==> src/rtl/bf_loop_ctrl.sv <==
// bf_loop_ctrl: bracket loop sequencer with a return-address stack for the brainfuck CPU
// Ports: clk_in/reset_in (async, active-high), op_valid_in/op_code_in/pc_in/cell_zero_in (decoded op),
//   op_ready_out (handshake), skip_out (accepted op must not execute), pc_load_out/pc_target_out (PC redirect),
//   err_overflow_out/err_underflow_out (sticky errors).
// Option BF_LOOP_CTRL_DEPTH_STAT_EN adds max_depth_out, the stack-pointer high-water mark.
module bf_loop_ctrl #(
  parameter int PC_WIDTH    = 8,
  parameter int STACK_DEPTH = 16,
  parameter int SKIP_MAX    = 255
) (
  input  logic                           clk_in,
  input  logic                           reset_in,
  input  logic                           op_valid_in,
  input  logic [2:0]                     op_code_in,
  input  logic [PC_WIDTH-1:0]            pc_in,
  input  logic                           cell_zero_in,
  output logic                           op_ready_out,
  output logic                           skip_out,
  output logic                           pc_load_out,
  output logic [PC_WIDTH-1:0]            pc_target_out,
  output logic                           err_overflow_out,
  output logic                           err_underflow_out
`ifdef BF_LOOP_CTRL_DEPTH_STAT_EN
  ,
  output logic [$clog2(STACK_DEPTH):0]   max_depth_out
`endif
);
  localparam int AW  = $clog2(STACK_DEPTH);
  localparam int SPW = AW + 1;
  localparam int DW  = $clog2(SKIP_MAX + 1);
  localparam logic [2:0] OP_OPEN  = 3'd6;
  localparam logic [2:0] OP_CLOSE = 3'd7;
  typedef enum logic [1:0] {RUN, SKIP, JUMP, ERR} state_t;
  state_t                state_q, state_d;
  logic [SPW-1:0]        sp_q, sp_d, sp_m1;
  logic [DW-1:0]         skip_q, skip_d;
  logic [PC_WIDTH-1:0]   tgt_q, tgt_d, top;
  logic                  ovf_q, ovf_d, unf_q, unf_d;
  logic                  acc, push;
  logic [PC_WIDTH-1:0]   stack_q [STACK_DEPTH];
  assign op_ready_out      = (state_q == RUN) || (state_q == SKIP);
  assign skip_out          = state_q == SKIP;
  assign pc_load_out       = state_q == JUMP;
  assign pc_target_out     = tgt_q;
  assign err_overflow_out  = ovf_q;
  assign err_underflow_out = unf_q;
  assign acc   = op_valid_in && op_ready_out;
  assign sp_m1 = sp_q - SPW'(1);
  assign top   = stack_q[sp_m1[AW-1:0]];
  always_comb begin
    state_d = state_q;
    sp_d    = sp_q;
    skip_d  = skip_q;
    tgt_d   = tgt_q;
    ovf_d   = ovf_q;
    unf_d   = unf_q;
    push    = 1'b0;
    case (state_q)
      RUN: begin
        if (acc && op_code_in == OP_OPEN) begin
          if (cell_zero_in) begin
            skip_d  = DW'(1);
            state_d = SKIP;
          end else if (sp_q == SPW'(STACK_DEPTH)) begin
            ovf_d   = 1'b1;
            state_d = ERR;
          end else begin
            push = 1'b1;
            sp_d = sp_q + SPW'(1);
          end
        end else if (acc && op_code_in == OP_CLOSE) begin
          // empty-stack check takes priority over the cell value
          if (sp_q == '0) begin
            unf_d   = 1'b1;
            state_d = ERR;
          end else if (cell_zero_in) begin
            sp_d = sp_m1;
          end else begin
            tgt_d   = top + PC_WIDTH'(1);
            state_d = JUMP;
          end
        end
      end
      SKIP: begin
        if (acc && op_code_in == OP_OPEN) begin
          if (skip_q == DW'(SKIP_MAX)) begin
            ovf_d   = 1'b1;
            state_d = ERR;
          end else begin
            skip_d = skip_q + DW'(1);
          end
        end else if (acc && op_code_in == OP_CLOSE) begin
          skip_d  = skip_q - DW'(1);
          state_d = (skip_q == DW'(1)) ? RUN : SKIP;
        end
      end
      JUMP:    state_d = RUN;
      default: state_d = ERR;
    endcase
  end
  always_ff @(posedge clk_in or posedge reset_in) begin
    if (reset_in) begin
      state_q <= RUN;
      sp_q    <= '0;
      skip_q  <= '0;
      tgt_q   <= '0;
      ovf_q   <= 1'b0;
      unf_q   <= 1'b0;
    end else begin
      state_q <= state_d;
      sp_q    <= sp_d;
      skip_q  <= skip_d;
      tgt_q   <= tgt_d;
      ovf_q   <= ovf_d;
      unf_q   <= unf_d;
    end
  end
  // stack storage needs no reset: entries above sp are never read
  always_ff @(posedge clk_in) begin
    if (push) stack_q[sp_q[AW-1:0]] <= pc_in;
  end
`ifdef BF_LOOP_CTRL_DEPTH_STAT_EN
  logic [SPW-1:0] max_depth_q, max_depth_d;
  // tracks the registered sp, so a push shows up one cycle later
  assign max_depth_d   = (sp_q > max_depth_q) ? sp_q : max_depth_q;
  assign max_depth_out = max_depth_q;
  always_ff @(posedge clk_in or posedge reset_in) begin
    if (reset_in) max_depth_q <= '0;
    else          max_depth_q <= max_depth_d;
  end
`endif
endmodule

==> config.mk <==
export PLATFORM = sky130hd
export DESIGN_NAME = bf_loop_ctrl
export DESIGN_NICKNAME = d
export VERILOG_FILES = /design/src/rtl/bf_loop_ctrl.sv
export SDC_FILE = /design/constraint.sdc
export NUM_CORES = 1
export LEC_CHECK = 0
export BUFFER_PORTS_ARGS = -buffer_cell sky130_fd_sc_hd__buf_2
export CAP_MARGIN = 20
export CORE_UTILIZATION = 65
export DETAILED_ROUTE_END_ITERATION = 16
export GPL_ROUTABILITY_DRIVEN = 0
export PLACE_DENSITY_LB_ADDON = 0.08
export SYNTH_ARGS = -nofsm -noshare
export SYNTH_HDL_FRONTEND = slang
export SYNTH_SLANG_ARGS = --single-unit
==> constraint.sdc <==
create_clock -name clk_in -period 5.69 [get_ports clk_in]
set_clock_uncertainty 0.1 [all_clocks]
set_input_delay 1.707 -clock clk_in [delete_from_list [all_inputs] [get_ports clk_in]]
set_output_delay 1.707 -clock clk_in [all_outputs]
set_load 0.02 [all_outputs]
# After elaboration in Yosys (flattened, before gate mapping)
# Memories as Yosys holds them, arrays and structs flattened.
# Cells that the tools add are included.
# word_totals
reg_bits	25
mem_bits_rw	128
input_bits	15
output_inout_bits	13
elab_cells	87
mem_count	1
# op_classes
add_sub_neg	5
eq_ne	22
muxes	35
bitwise_logic	3
n_reduce_logical	15
# memory_table
memory	depth	word_bits	rd	rd_ports_with_merged_regs	write_ports	line_no	rtl
stack_q	16	8	1	0	1	40	logic [PC_WIDTH-1:0] stack_q [STACK_DEPTH];
# ops
operator	n
8-bit two-way mux	5
5-bit two-way mux	6
2-bit two-way mux	9
8-bit by 1-bit adder with 8-bit output (second input constant)	2
8-bit one-hot mux with 2 select lines	1
5-bit AND reduction	3
1-bit two-way mux	12
6-bit AND reduction	2
2-bit != test (second input constant)	5
8-bit by 1-bit == test with 1-bit output (second input constant)	1
8-bit == test (second input constant)	1
2-bit by 1-bit != test with 1-bit output (second input constant)	4
8-bit by 1-bit subtractor with 8-bit output (second input constant)	1
3-bit == test (second input constant)	2
3-bit by 1-bit != test with 1-bit output (second input constant)	2
2-bit one-hot mux with 3 select lines	1
2-bit nonzero test	3
5-bit by 1-bit adder with 5-bit output (second input constant)	1
5-bit == test (second input constant)	1
5-bit zero test	1
5-bit by 1-bit subtractor with 5-bit output (second input constant)	1
4-bit by 2-bit != test with 1-bit output (second input constant)	1
4-bit by 3-bit != test with 1-bit output (second input constant)	1
4-bit AND reduction	1
other kinds (9)	13

# Depth between registers and ports, before layout
# depth
word_depth	8
ltp_mapped	20
ltp_nobuf	12

# Worst setup path before layout
# OpenSTA, ideal clock, no wires.
# synth_path
kind	reg-to-reg
startpoint	register sp_q[0]
endpoint	register tgt_q[4] (netlist: pc_target_out[4])
setup_time_ns	0.137
arrival_ns	3.605
t_required_ns	5.453
setup_slack_ns	1.848
stages_incl_launch_ff	19
path_buffers	8
synth_period_minus_slack_ns	3.842
cell_sequence	dfrtp_1 -> buf_4 -> buf_6 -> buf_4 -> buf_4 -> buf_4 -> inv_2 -> ha_1 -> clkbuf_1 -> clkbuf_1 -> clkbuf_1 -> mux4_2 -> nand2_1 -> a31oi_1 -> ha_1 -> nand2_1 -> nor2_1 -> xor2_1 -> a21oi_1
# synth_via
elab_chain_len	3
elab_cells_between_ends	6
classes_between	add/sub: 2; bitwise: 1; reduce/logical: 2; memory: 1
# synth_lines
element	line_no	rtl
start, declared	35	logic [SPW-1:0] sp_q, sp_d, sp_m1;
start signal, assigned	111	sp_q <= sp_d;
5-bit by 1-bit subtractor with 5-bit output / 5-bit zero test (equally long branches)	48, 73	
memory read 16 x 8 bit / 1-bit inverter (equally long branches)	-	
8-bit by 1-bit adder with 8-bit output / 5-bit AND reduction (equally long branches)	-	
end signal, assigned	113	tgt_q <= tgt_d;
end, declared	37	logic [PC_WIDTH-1:0] tgt_q, tgt_d, top;
# Parallel ways exist; a longest one is shown, timed or not.
# A chain may end at the register's enable or synchronous reset.

# Worst setup path after layout
# layout_path
startpoint	register sp_q[1]
endpoint	register tgt_q[7] (netlist: pc_target_out[7])
# Same word-level chain as after synthesis.

==> impl_metrics.py <==
metrics = {
    "run_status": {
        "status": "completed",
    },
    "synthesis": {
        "synth_area_per_cell_sq_um": 15.8,
        "synth_nets": 451,
        "synth_common_cells": "edfxtp_1 (128), mux4_2 (31), nand2_1 (29), dfrtp_1 (25), and2_1 (22)",
        "synthCells": 428,
        "synthTopCellsByArea": "edfxtp_1 (57%), mux4_2 (10%), dfrtp_1 (9.3%), and2_1 (2.0%), nand2_1 (1.6%)",
        "synth.most_common_cell": "edfxtp_1",
        "async_reset_ff_share_pct": 16.3,
        "ys_seq_area_share_pct": 66.2,
        "synth.distinct_cells": 51,
        "ys_warn_count": 0,
        "yosys.area.top_type_share_pct": 56.9,
        "synth_top_area_cell": "edfxtp_1",
        "synthFlopType": "edfxtp_1",
        "syn_area_sq_mm": 0.00676,
        "ys_seq_elements": 153,
        "synth_edf_count": 128,
    },
    "sta": {
        "max_slew.worst_pin.slew_ns": 0.970,
        "setup_viol": 0,
        "fin_tns_setup_ns": 0,
        "fmax_mhz": 271,
        "rsz0062_at_grt": "no",
        "fin_hold_ws_ns": 0.364,
        "hold_viol_final": 0,
        "max-slew-margin-rel_pct": 35.3,
        "min_period_ns": 3.69,
        "slew_viol_final": 0,
        "period_share_pct": 64.8,
    },
    "clock_tree": {
        "ctsRootBufferMaster": "clkbuf_8",
        "clk_latency_ns": 0.54,
        "htreeDepth": 4,
        "clkTransAtPathRegs_ns": 0.06,
        "numCtsBuffers": 17,
        "cts_tree": "yes",
        "hold_buffers": 0,
        "cts.sinks": 153,
        "cts_resized": 0,
        "cts_buffer_depth": 2,
        "postCtsSetupBuffers": 0,
    },
    "routing": {
        "drc": 0,
        "via_per_inst": 6.41,
        "wl_per_cell_microns": 23.4,
        "drtPass1Iterations": 7,
        "wirelength_microns": 14100,
        "via_count": 3863,
        "drtIter0Drc": 336,
        "ant_nets": 0,
    },
    "worst_setup_path": {
        "startpoint_type": "flip-flop",
        "endpoint_kind": "flip-flop",
        "crit_arrival_ns": 4.01,
        "crit_fanout": 26,
        "worstPathRequired_ns": 6.01,
        "path_class": "flip-flop to flip-flop",
        "ff2ff_setup_slack_ns": 2.00,
    },
    "die": {
        "fp.dieW_microns": 104,
        "fp.dieArea_sq_mm": 0.0108,
        "initial_core_util_pct": 68.2,
        "io_pins": 28,
        "die_y_microns": 104,
        "fp-row-count": 36,
        "coreArea_sq_mm": 0.00991,
    },
    "final_layout": {
        "drive_above_1_share_pct": 22.8,
        "fillCellCount": 575,
        "diodes": 0,
        "fin_nets": 481,
        "synthToLayoutAreaGrowth_pct": 12.3,
        "design_area_sq_mm": 0.00759,
        "final_cells": 603,
    },
    "global_route": {
        "grt_first_pass_wirelength_microns": 21800,
        "antenna_found_initial": 0,
        "grt_max_degree": 43,
        "grt_usage_pct": 28.3,
        "grt_pass1_vias": 3892,
        "grt-ovfl-total": 0,
    },
    "run": {
        "drv_cap": 0,
    },
    "place": {
        "dp_hpwl_microns": 9140,
        "dp.cells": 572,
        "post_dp_cell_area_sq_mm": 0.00698,
        "io_buffers": 27,
    },
    "hold_path": {
        "hp-class": "flip-flop to flip-flop",
    },
    "power_and_ir_drop": {
        "p_per_area_mw_per_mm2": 555,
        "ir_worst_vdd_uv": 405,
        "power.total_mw": 4.21,
        "leakagePower_nw": 2.64,
    },
}
[registers in the layout, indices dropped and copies added, names as in the netlist]
name,flops
err_overflow_out,1
err_underflow_out,1
pc_target_out,8
skip_q,8
sp_q,5
stack_q,128
state_q,2
[cell families (layout without fill, tap and decap cells)]
logic type	count (synthesis)	count (layout)	share of synthesized area [%]
flip-flops	153	153	66.2
AND/OR/NAND/NOR	124	124	9.82
AO/OA/AOI/OAI	56	56	5.30
multiplexers	44	44	12.9
buffers and inverters	29	71	2.17
XOR/XNOR	14	14	2.20
adder cells (fa/ha/maj)	8	8	1.48
[placed cells by master (no fill, tap or decap), types with 4 or more instances in the layout]
| cell | count |
|---|---|
| mux4_2 | 31 |
| clkbuf_16 | 16 |
| nor3_1 | 6 |
| nand3_1 | 17 |
| a31oi_1 | 6 |
| edfxtp_1 | 128 |
| dfrtp_1 | 24 |
| nor3b_1 | 4 |
| a21oi_1 | 14 |
| buf_2 | 27 |
| and2_1 | 22 |
| o31ai_1 | 7 |
| mux2_2 | 4 |
| inv_1 | 8 |
| buf_4 | 4 |
| nand4_1 | 5 |
| o21ai_0 | 17 |
| bufinv_16 | 4 |
| xnor2_1 | 8 |
| nand2b_1 | 6 |
| nand2_1 | 29 |
| xor2_1 | 4 |
| nor2_1 | 19 |
| ha_1 | 8 |
| mux2i_1 | 6 |
[where the power goes]
group	total (mW)	switching [mW]	internal [mW]	leakage, nW
sequential	1.39	0.0994	1.30	1.46
clock	1.16	0.444	0.715	0.287
combinational	1.66	0.945	0.710	0.889
total	4.21	1.49	2.72	2.64
[worst max-delay path, cell delays in order (launching register included)]
cell	delay (ns)
dfrtp_1	0.43
inv_1	0.12
ha_1	0.49
xor2_4	0.78
mux4_1	0.72
mux4_2	0.57
nand4b_4	0.11
xor2_1	0.17
a21oi_1	0.08
[layer usage]
| layer | global-route usage (%) | vias up | part of all wire, % |
|---|---|---|---|
| met5 | 0 | - | 0 |
| met4 | 11.7 | 0 | 2.6 |
| met3 | 8.02 | 29 | 7.4 |
| met2 | 44.9 | 178 | 49 |
| met1 | 37.3 | 1929 | 41 |
| li1 | - | 1727 | - |
[cell type report]
type | instances | area (sq um) | area share (%)
Tap cell | 133 | 166 | 2.19
Sequential cell | 153 | 4470 | 58.9
Multi-Input combinational cell | 246 | 2140 | 28.2
Timing Repair Buffer | 31 | 165 | 2.18
Inverter | 9 | 33.8 | 0.445
Clock buffer | 18 | 418 | 5.51
Clock inverter | 13 | 193 | 2.54
[worst paths after layout]
| check | from | end | cells past startpoint |
|---|---|---|---|
| max | sp_q[1] | pc_target_out[7] | 8 |
| min | err_overflow_out | err_overflow_out | 1 |
| max reg2reg | sp_q[1] | pc_target_out[7] | 8 |
| min reg2reg | err_overflow_out | err_overflow_out | 1 |
| max in group asynchronous | reset_in | sp_q[0] | 2 |
| min in group asynchronous | reset_in | pc_target_out[3] | 2 |
[per-stage QoR]
stage	setup WS [ns]	utilization, %
after floorplan	1.85	-
after global placement	1.90	70.4
after detailed placement	1.85	70.4
after CTS	1.97	76.6
after global routing	1.79	76.6
final	2.00	76.6
Note: power is estimated with default switching activity, not from simulation.
